**config.mk**
```make
export PLATFORM = sky130hd
export DESIGN_NAME = booth_radix4_seq_mult
export DESIGN_NICKNAME = d
export VERILOG_FILES = /design/src/rtl/booth_pkg.sv /design/src/rtl/booth_pp_gen.sv /design/src/rtl/booth_radix4_seq_mult.sv
export SDC_FILE = /design/constraint.sdc
export NUM_CORES = 1
export LEC_CHECK = 0
export ABC_AREA = 0
export BUFFER_PORTS_ARGS = -buffer_cell sky130_fd_sc_hd__buf_2
export CAP_MARGIN = 10
export CORE_MARGIN = 1
export CORE_UTILIZATION = 55
export DETAILED_ROUTE_END_ITERATION = 10
export HOLD_SLACK_MARGIN = 0.06
export PLACE_DENSITY_LB_ADDON = 0.05
export RECOVER_POWER = 25
export SLEW_MARGIN = 5
export SYNTH_ARGS = -nofsm -noshare
export SYNTH_HDL_FRONTEND = slang
export SYNTH_SLANG_ARGS = --single-unit
export TNS_END_PERCENT = 10
```
**constraint.sdc**
```tcl
create_clock -name clk -period 5.3 [get_ports clk]
set_input_delay 0.265 -clock clk [delete_from_list [all_inputs] [get_ports clk]]
set_output_delay 0.265 -clock clk [all_outputs]
set_load 0.005 [all_outputs]
```
**src/rtl/booth_pkg.sv**
```systemverilog
// Shared types and sizes for the radix-4 Booth sequential multiplier.
//   state_t : controller states (IDLE / RUN / DONE)
//   mag_t   : partial-product magnitude select (ZERO / ONE / TWO times a)
package booth_pkg;

  localparam int OPERAND_W  = 8;
  localparam int PRODUCT_W  = 16;
  localparam int NUM_DIGITS = 4;

  typedef enum logic [1:0] {
    IDLE = 2'd0,
    RUN  = 2'd1,
    DONE = 2'd2
  } state_t;

  typedef enum logic [1:0] {
    ZERO = 2'd0,
    ONE  = 2'd1,
    TWO  = 2'd2
  } mag_t;

endpackage

```
**src/rtl/booth_pp_gen.sv**
```systemverilog
// Radix-4 Booth digit recoder and partial-product generator (combinational).
// Ports:
//   triplet : {b[2i+1], b[2i], b[2i-1]} for the current digit
//   a_ext   : multiplicand already sign-extended to PRODUCT_W bits
//   pp      : selected partial product (0, +-a, +-2a), unshifted
module booth_pp_gen
  import booth_pkg::*;
(
  input  logic [2:0]           triplet,
  input  logic [PRODUCT_W-1:0] a_ext,
  output logic [PRODUCT_W-1:0] pp
);

  mag_t                 mag;
  logic                 neg;
  logic [PRODUCT_W-1:0] mag_val;

  always_comb begin
    mag = ZERO;
    neg = 1'b0;
    unique case (triplet)
      3'b000, 3'b111: begin mag = ZERO; neg = 1'b0; end
      3'b001, 3'b010: begin mag = ONE;  neg = 1'b0; end
      3'b011:         begin mag = TWO;  neg = 1'b0; end
      3'b100:         begin mag = TWO;  neg = 1'b1; end
      3'b101, 3'b110: begin mag = ONE;  neg = 1'b1; end
      default:        begin mag = ZERO; neg = 1'b0; end
    endcase
  end

  always_comb begin
    mag_val = '0;
    case (mag)
      ONE:     mag_val = a_ext;
      TWO:     mag_val = a_ext << 1;
      default: mag_val = '0;
    endcase
    pp = neg ? (~mag_val + 1'b1) : mag_val;
  end

endmodule

```
**src/rtl/booth_radix4_seq_mult.sv**
```systemverilog
// Sequential signed 8x8 multiplier, one radix-4 Booth digit per cycle.
// Result appears with out_valid exactly 4 cycles after the accept edge and is
// held until out_valid && out_ready.
// Ports:
//   clk, rst_n           : clock, synchronous active-low reset
//   in_valid/in_ready, a, b : operand handshake (signed operands)
//   out_valid/out_ready, product : result handshake (signed product)
//   busy                 : high whenever not IDLE
//   abort                : only when BOOTH_ABORT_EN is defined; drops the
//                          current operation, product left unchanged
module booth_radix4_seq_mult
  import booth_pkg::*;
(
  input  logic                 clk,
  input  logic                 rst_n,
  input  logic                 in_valid,
  output logic                 in_ready,
  input  logic [OPERAND_W-1:0] a,
  input  logic [OPERAND_W-1:0] b,
  output logic                 out_valid,
  input  logic                 out_ready,
`ifdef BOOTH_ABORT_EN
  input  logic                 abort,
`endif
  output logic [PRODUCT_W-1:0] product,
  output logic                 busy
);

  localparam int STEP_W = $clog2(NUM_DIGITS);

  state_t               state;
  logic [STEP_W-1:0]    step;
  logic [PRODUCT_W-1:0] acc;
  logic [OPERAND_W-1:0] a_reg;
  // Multiplier with b[-1]=0 appended; shifted right two bits per digit so
  // the current triplet is always the low three bits.
  logic [OPERAND_W:0]   b_sh;

  logic [PRODUCT_W-1:0] a_ext;
  logic [PRODUCT_W-1:0] pp;
  logic [PRODUCT_W-1:0] acc_next;

  assign a_ext = {{(PRODUCT_W-OPERAND_W){a_reg[OPERAND_W-1]}}, a_reg};

  booth_pp_gen u_pp_gen (
    .triplet (b_sh[2:0]),
    .a_ext   (a_ext),
    .pp      (pp)
  );

  assign acc_next = acc + (pp << {step, 1'b0});

  assign in_ready = (state == IDLE) && rst_n;
  assign busy     = (state != IDLE);

  always_ff @(posedge clk) begin
    if (!rst_n) begin
      state     <= IDLE;
      step      <= '0;
      acc       <= '0;
      a_reg     <= '0;
      b_sh      <= '0;
      product   <= '0;
      out_valid <= 1'b0;
    end else
`ifdef BOOTH_ABORT_EN
    if (abort && (state != IDLE)) begin
      state     <= IDLE;
      out_valid <= 1'b0;
    end else
`endif
    begin
      case (state)
        IDLE: begin
          if (in_valid) begin
            a_reg <= a;
            b_sh  <= {b, 1'b0};
            acc   <= '0;
            step  <= '0;
            state <= RUN;
          end
        end
        RUN: begin
          acc  <= acc_next;
          b_sh <= {2'b00, b_sh[OPERAND_W:2]};
          step <= step + 1'b1;
          if (step == STEP_W'(NUM_DIGITS - 1)) begin
            product   <= acc_next;
            out_valid <= 1'b1;
            state     <= DONE;
          end
        end
        DONE: begin
          if (out_ready) begin
            out_valid <= 1'b0;
            state     <= IDLE;
          end
        end
        default: state <= IDLE;
      endcase
    end
  end

endmodule

```
# ---- Word level (Yosys, flattened, before mapping)
# Memories as Yosys holds them, arrays and structs flattened. A register that Yosys moved wholly into a read port is not among the register bits.
# Cells that the tools add are included.
# W data, S select, Z words.
dict set report op_classes {
  addsub 3
  n_eq_ne 8
  shifts 1
  mux 17
  bitwise_logic 1
  reduce_logical 10
}
# cell count
set op_table {}
lappend op_table {{$pmux W16 S2} 2}
lappend op_table {{$mux W16} 2}
lappend op_table {{$pmux W9 S2} 1}
lappend op_table {{$add A16 B1 Y16 const B} 1}
lappend op_table {{$add A16 B16 Y16} 1}
lappend op_table {{$not A16 Y16} 1}
lappend op_table {{$shl A16 B3 Y16} 1}
lappend op_table {{$mux W9} 1}
lappend op_table {{$mux W2} 4}
lappend op_table {{$eq A2 B2 Y1 const B} 3}
lappend op_table {{$mux W3} 2}
lappend op_table {{$ne A2 B2 Y1 const B} 3}
lappend op_table {{$pmux W2 S3} 1}
lappend op_table {{$reduce_and A2 Y1} 3}
lappend op_table {{$reduce_and A3 Y1} 2}
lappend op_table {{$reduce_bool A2 Y1} 3}
lappend op_table {{$eq A2 B1 Y1 const B} 2}
lappend op_table {{$pmux W2 S2} 1}
lappend op_table {{$add A2 B1 Y2 const B} 1}
lappend op_table {{$logic_not A2 Y1} 1}
lappend op_table {{$mux W1} 2}
lappend op_table {{$pmux W1 S2} 1}
lappend op_table {{$logic_and A1 B1 Y1} 1}
dict set report totals {
  regBits 54
  mem_bits_ro 24
  input_bits 20
  out_inout_bits 19
  elab_cells 48
  mem_count 1
}
# memory depth width rd rd_ports_with_merged_regs wr line_no
set memory_table {}
lappend memory_table {{(name not given)} 8 3 1 1 0 booth_pp_gen.sv:21} ;# unique case (triplet)

# ---- Depth between registers and ports, before layout
dict set report logic_depth {
  word_depth 8
  mapped_depth 21
}

# ---- By module
# Synthesis repeated with hierarchy kept, for this count alone.
dict set report hier_totals {
  hier_cells 531
  hier_area_um2 4156.5
}
# module n_inst cells_each area_each_um2 seq_area_each_um2
set by_module_without_submodules {}
lappend by_module_without_submodules {booth_radix4_seq_mult 1 414 3338.2 1081.0}
lappend by_module_without_submodules {booth_pp_gen 1 117 818.3 0.0}

# ---- Worst setup path before layout
# OpenSTA, ideal clock, no wires.
dict set report synth_timing {
  path_kind {register to register}
  start {reg, netlist name u_pp_gen.mag[0]}
  end {reg product[15]}
  t_arrival_ns 4.146
  t_required_ns 5.168
  setup_slack_ns 1.022
  path_stages_with_launch 22
  path_cell_list {dfxtp_1 > inv_1 > ha_1 > clkbuf_1 > inv_1 > nand3_1 > ha_1 > o21ai_2 > or3_4 > nor4_2 > or2_1 > o2bb2ai_1 > mux2i_1 > ha_1 > clkbuf_1 > a21oi_1 > o22ai_1 > a211oi_1 > o31ai_1 > a211oi_1 > xor2_1 > a21oi_1}
}
dict set report synth_between {
  elab_chain_cells 7
  word_cells_on_any_way 8
  classes_between {add/sub: 2; eq/ne: 2; shift: 1; mux: 2; bitwise: 1}
}
# element line_no
set synth_lines {}
lappend synth_lines {{$eq A2 B2 Y1 or $eq A2 B1 Y1 (tied branches)} booth_pp_gen.sv:33} ;# case (mag)
lappend synth_lines {{$pmux W16 S2 (*)} booth_pp_gen.sv:33}
lappend synth_lines {{$not A16 Y16} booth_pp_gen.sv:38} ;# pp = neg ? (~mag_val + 1'b1) : mag_val;
lappend synth_lines {{$add A16 B1 Y16} booth_pp_gen.sv:38}
lappend synth_lines {{$mux W16 (*)} booth_pp_gen.sv:38}
lappend synth_lines {{$shl A16 B3 Y16 (*)} booth_radix4_seq_mult.sv:51} ;# assign acc_next = acc + (pp << {step, 1'b0});
lappend synth_lines {{$add A16 B16 Y16 (*)} booth_radix4_seq_mult.sv:51}
lappend synth_lines {{end signal: assignment} booth_radix4_seq_mult.sv:88} ;# product <= acc_next;
lappend synth_lines {{end: declaration} booth_radix4_seq_mult.sv:25} ;# output logic [PRODUCT_W-1:0] product,
# Mark *: on every way between the ends. The rest lies on a longest branch, timed or not.
# A chain may end at the register's enable or synchronous reset.

# ---- Worst setup path after layout
dict set report layout_timing {
  start {reg, netlist name u_pp_gen.mag[0]}
  end {reg product[15]}
}
dict set report layout_between {
  elab_chain_cells 7
  word_cells_on_any_way 8
  classes_between {add/sub: 2; eq/ne: 2; shift: 1; mux: 2; bitwise: 1}
}
# element line_no
set layout_lines {}
lappend layout_lines {{$eq A2 B2 Y1 or $eq A2 B1 Y1 (tied branches)} booth_pp_gen.sv:33}
lappend layout_lines {{$pmux W16 S2 (*)} booth_pp_gen.sv:33}
lappend layout_lines {{$not A16 Y16} booth_pp_gen.sv:38}
lappend layout_lines {{$add A16 B1 Y16} booth_pp_gen.sv:38}
lappend layout_lines {{$mux W16 (*)} booth_pp_gen.sv:38}
lappend layout_lines {{$shl A16 B3 Y16 (*)} booth_radix4_seq_mult.sv:51}
lappend layout_lines {{$add A16 B16 Y16 (*)} booth_radix4_seq_mult.sv:51}
# Marked as above.

==> results <==
- The post-route netlist has 12.5% of its cells at a drive strength greater than 1.
- The final layout contains 551 nets.
- The number of distinct standard cells referenced by the synthesized netlist is 56.
- The data required time at the worst endpoint is 5.47 ns.
- The number of port buffers is 38.
- The number of clock buffers inserted by TritonCTS is 9.
- The achievable clock frequency is 209 MHz.
- The detailed-route vias per instance is 5.84.
- The classification of the worst-slack hold path is in -> reg.
- The all-layer global routing usage is 26.8%.
- The endpoint of the worst hold path is a_reg[6]$_SDFFE_PN0P_.
- After layout, the worst setup slack is 0.516 ns.
- The average wire per cell in the routed design is 15.0 µm.
- The startpoint-to-endpoint class of the critical path is reg -> reg.
- The total area inside the core boundary comes to 0.00649 mm².
- At the pin with the least slew margin, the transition time is 1.06 ns.
- The slowest library cell on the worst path is sky130_fd_sc_hd__ha_1.
- The via count of the first global-routing pass is 3210.
- The TritonCTS sink count is 57.
- After technology mapping, the gate count stands at 487.
- The count of state elements after synthesis is 57.
- The detailed router's first-iteration violation count is 132.
- Summed over all nets, the half-perimeter wirelength after detailed placement is 6350 µm.
- The initial antenna violation count was 0.
- The part of the cycle the worst path needs is 90.3%.
- The routed design has 8800 µm of wire.
- The design area is 0.00416 mm².
- The worst hold path begins at a[6].
- The peak supply drop is 212 µV.
- The TritonCTS clock tree is yes.
- The weighted congestion reported at the end of routability-driven placement is 0.885.
- Leaving out fill and tap cells, the most frequent cell in the layout is sky130_fd_sc_hd__nand2_1.
- Along the worst hold path, the cell count comes to 3.
- The worst clock skew is 0.0105 ns.
- Clock tree synthesis selected as its root buffer the cell sky130_fd_sc_hd__clkbuf_8.
- The die extent in x is 84.8 µm.
- The endpoint identified for the worst register-to-register timing path is product[15]$_SDFFE_PN0P_.
- The placed instance area is 0.00396 mm².
- Wire segments on met2 add up to 3910 µm in the final route.
- Setup repair after global routing left no endpoint under its margin.
- The cell area after technology mapping is 0.00377 mm².
- Entering global routing, the biggest net connects 68 pins.
- The share of async-settable or async-resettable flops after synthesis is 0%.
- The final critical path time including I/O delays and setup is 4.78 ns.
- For the final routed database, the setup TNS stands at 0 ns.
- Timing analysis after detailed placement gives a worst setup slack of 0.628 ns.
- The number of enable-type register cells in the synthesized netlist is 0.
- After clock tree synthesis, the clock-pin slew on the worst setup and hold paths is 0.07 ns.
- The repair_antennas step left the layout with diodes totalling 0.
- The number of violations of the max-capacitance limit is 0.
- The number of standard-cell rows in the floorplan is 29.
- The overall via count from detail_route is 3432.
- Measured along the y axis, the die boundary spans 84.8 µm.
- Data on the critical path arrives at its endpoint at 4.96 ns.
- In this run, post-CTS hold repair placed 0 buffers.
- The number of DRC violations after detailed routing is 0.
- The kind of start point of the critical path is a register.
- The total power per unit cell area is 262 mW/mm².
- The worst stage delay on the critical path is 0.57 ns.
- The largest registers in the layout are acc x16, product x16, b_sh x9.
- The number of max-slew violations in the final report is 0.
- The type of element capturing the critical path is a register.
- The most used flip-flop cell after synthesis is sky130_fd_sc_hd__dfxtp_1.
- The first global-routing pass estimated 15400 µm of wire.
- Setup violations remaining at the end of the flow were counted as 0.
- The initial core utilization is 58.1%.
- The total nets after synthesis is 532.
- The peak fanout along the critical path is 14.
- The number of antenna-violating nets in the routed design is 0.
- Among the stages of the critical path, the cell type that occurs most often is sky130_fd_sc_hd__ha_1.
- The worst-case register-to-register setup slack is 0.52 ns.
- The reported leakage power is 1.73 nW.
- The clock reaches the later pin of the worst-skew pair after 0.34 ns.
- The top cell types in the final layout, fill and taps aside, are sky130_fd_sc_hd__nand2_1, sky130_fd_sc_hd__dfxtp_1, sky130_fd_sc_hd__nand3_1.
- Walking the worst path, the cells encountered are inv_1 -> ha_1 -> inv_1 -> nand3_1 -> ha_1 -> o21ai_2 -> or3_4 -> nor4_2 -> or2_1 -> o2bb2ai_1 -> mux2i_1 -> ha_1 -> a21oi_1 -> o22ai_1 -> a211oi_1 -> o31ai_1 -> a211oi_1 -> xor2_1 -> a21oi_1.
- The longest clock path from root to sink contains 2 buffers.
- The flow ran to the end, and the final reports show no timing, DRC or antenna violations.
- The number of cells on the worst reg-to-reg path is 19.
- Sequential cells were found to cover 30.2% of the synthesized design area.
- Overall power consumption after layout is estimated at 1.09 mW.
- In this run the mean area of a mapped cell was 7.75 µm².
- Yosys printed 0 warnings.
- The top layer reached by signal wires is met4.
- The die covers 0.00720 mm².
- The final hold violation count is 0.
- The headroom to the max-slew limit is 29.1%.
- The startpoint identified for the worst register-to-register timing path is u_pp_gen.mag[0]$_DFF_P_.
- After clock tree synthesis, the setup repair step added 0 buffers.
- The aggregate global routing overflow is 0.
- The area growth from synthesis to layout is 10.2%.
- The wire length on met3 is 416 µm.
- The post-cts repair resize count is 0.
- Pin placement for this block handled 39 I/O pins.
- The met1 routed wirelength after detailed routing is 4400 µm.
- The first detailed-routing pass ran for 4 iterations.
- The number of H-tree branching levels is 3.
==> layer usage <==
layer	global-route usage, %	up-vias
li1	-	1772
met1	38.3	1592
met2	40.9	62
met3	5.25	6
met4	7.70	0
met5	0	-
==> cells in the mapped netlist, types with 2 or more instances <==
cell type | instances | share of area, %
sky130_fd_sc_hd__a21boi_0 | 28 | 5.6
sky130_fd_sc_hd__inv_1 | 13 | 1.3
sky130_fd_sc_hd__o211ai_1 | 3 | 0.60
sky130_fd_sc_hd__nor2b_1 | 4 | 0.66
sky130_fd_sc_hd__o21ai_0 | 26 | 3.4
sky130_fd_sc_hd__a21o_1 | 3 | 0.60
sky130_fd_sc_hd__o22ai_1 | 5 | 0.83
sky130_fd_sc_hd__nor4_1 | 2 | 0.33
sky130_fd_sc_hd__a211oi_1 | 6 | 1.2
sky130_fd_sc_hd__xor2_1 | 5 | 1.2
sky130_fd_sc_hd__a31oi_1 | 5 | 0.83
sky130_fd_sc_hd__a41oi_1 | 2 | 0.46
sky130_fd_sc_hd__nor3_1 | 6 | 0.80
sky130_fd_sc_hd__clkbuf_1 | 27 | 2.7
sky130_fd_sc_hd__a22oi_1 | 7 | 1.4
sky130_fd_sc_hd__o21a_1 | 3 | 0.60
sky130_fd_sc_hd__nand4b_1 | 3 | 0.70
sky130_fd_sc_hd__o21ai_1 | 2 | 0.27
sky130_fd_sc_hd__o211a_1 | 8 | 2.1
sky130_fd_sc_hd__xnor2_1 | 12 | 2.8
sky130_fd_sc_hd__ha_1 | 24 | 8.0
sky130_fd_sc_hd__nand2_1 | 89 | 8.8
sky130_fd_sc_hd__o221ai_1 | 3 | 0.70
sky130_fd_sc_hd__or3_1 | 3 | 0.50
sky130_fd_sc_hd__nand4_1 | 6 | 0.99
sky130_fd_sc_hd__o2bb2ai_1 | 2 | 0.46
sky130_fd_sc_hd__mux2_2 | 5 | 1.5
sky130_fd_sc_hd__a31o_2 | 2 | 0.46
sky130_fd_sc_hd__buf_2 | 3 | 0.40
sky130_fd_sc_hd__nor2_1 | 18 | 1.8
sky130_fd_sc_hd__dfxtp_1 | 57 | 30
sky130_fd_sc_hd__mux2i_1 | 8 | 2.1
sky130_fd_sc_hd__nand3_1 | 36 | 4.8
sky130_fd_sc_hd__nand2b_1 | 8 | 1.3
sky130_fd_sc_hd__a2bb2oi_1 | 2 | 0.46
sky130_fd_sc_hd__and2_1 | 10 | 1.7
sky130_fd_sc_hd__buf_1 | 3 | 0.30
sky130_fd_sc_hd__or2_2 | 2 | 0.33
sky130_fd_sc_hd__a21oi_1 | 19 | 2.5
==> power breakdown <==
group	switching, mW	internal, mW	leakage (nW)	total (mW)
combinational	0.111	0.0715	1.17	0.182
clock	0.177	0.264	0.0995	0.441
sequential	0.0202	0.445	0.464	0.465
total	0.308	0.781	1.73	1.09
==> how the worst max path moves through the flow <==
stage,startpoint,to,slack (ns),cells after the start
finish,u_pp_gen.mag[0]$_DFF_P_,product[15]$_SDFFE_PN0P_,0.52,19
global placement,u_pp_gen.mag[0]$_DFF_P_,product[15]$_SDFFE_PN0P_,0.74,19
floorplan,u_pp_gen.mag[0]$_DFF_P_,product[15]$_SDFFE_PN0P_,1.02,21
global route,u_pp_gen.mag[0]$_DFF_P_,product[15]$_SDFFE_PN0P_,0.11,19
detailed placement,u_pp_gen.mag[0]$_DFF_P_,product[15]$_SDFFE_PN0P_,0.63,19
CTS,u_pp_gen.mag[0]$_DFF_P_,product[15]$_SDFFE_PN0P_,0.57,19
==> layout make-up <==
class	count	area (µm²)
Multi-Input combinational cell	384	2460
Fill cell	592	2330
Sequential cell	57	1140
Timing Repair Buffer	41	205
Clock buffer	11	131
Tap cell	77	96.3
Clock inverter	5	80.1
Inverter	13	48.8
==> critical path: cells and delay by family, from the launching register on <==
kind,cells,cell delay (ns)
DFF,1,0.33
muxes,1,0.15
adders and majority gates,3,1.15
buffers and inverters,2,0.24
AOI/OAI and AO/OA,8,1.44
and+or+nand+nor,4,1.11
xor gates and xnor gates,1,0.19
==> logic make-up after synthesis <==
kind of cell,after synthesis,share of synthesized area (%)
buffers and inverters,46,4.67
AND/OR/NAND/NOR,194,24.4
XOR/XNOR,17,3.94
multiplexers,13,3.61
flip-flops,57,30.2
adder cells (fa/ha/maj),25,8.49
AO/OA/AOI/OAI,135,24.6
==> per-stage QoR <==
| step | hold slack, ns | std cells | utilization [%] |
|---|---|---|---|
| 2_1_floorplan | 0.410 | 487 | - |
| 3_3_place_gp | 0.453 | 572 | 60.9 |
| 3_5_place_dp | 0.458 | 572 | 60.9 |
| 4_1_cts | 0.167 | 588 | 64.2 |
| 5_1_grt | 0.173 | 588 | 64.1 |
| 6_report | 0.180 | 588 | 64.1 |
Power figures use the tool's default switching activity.
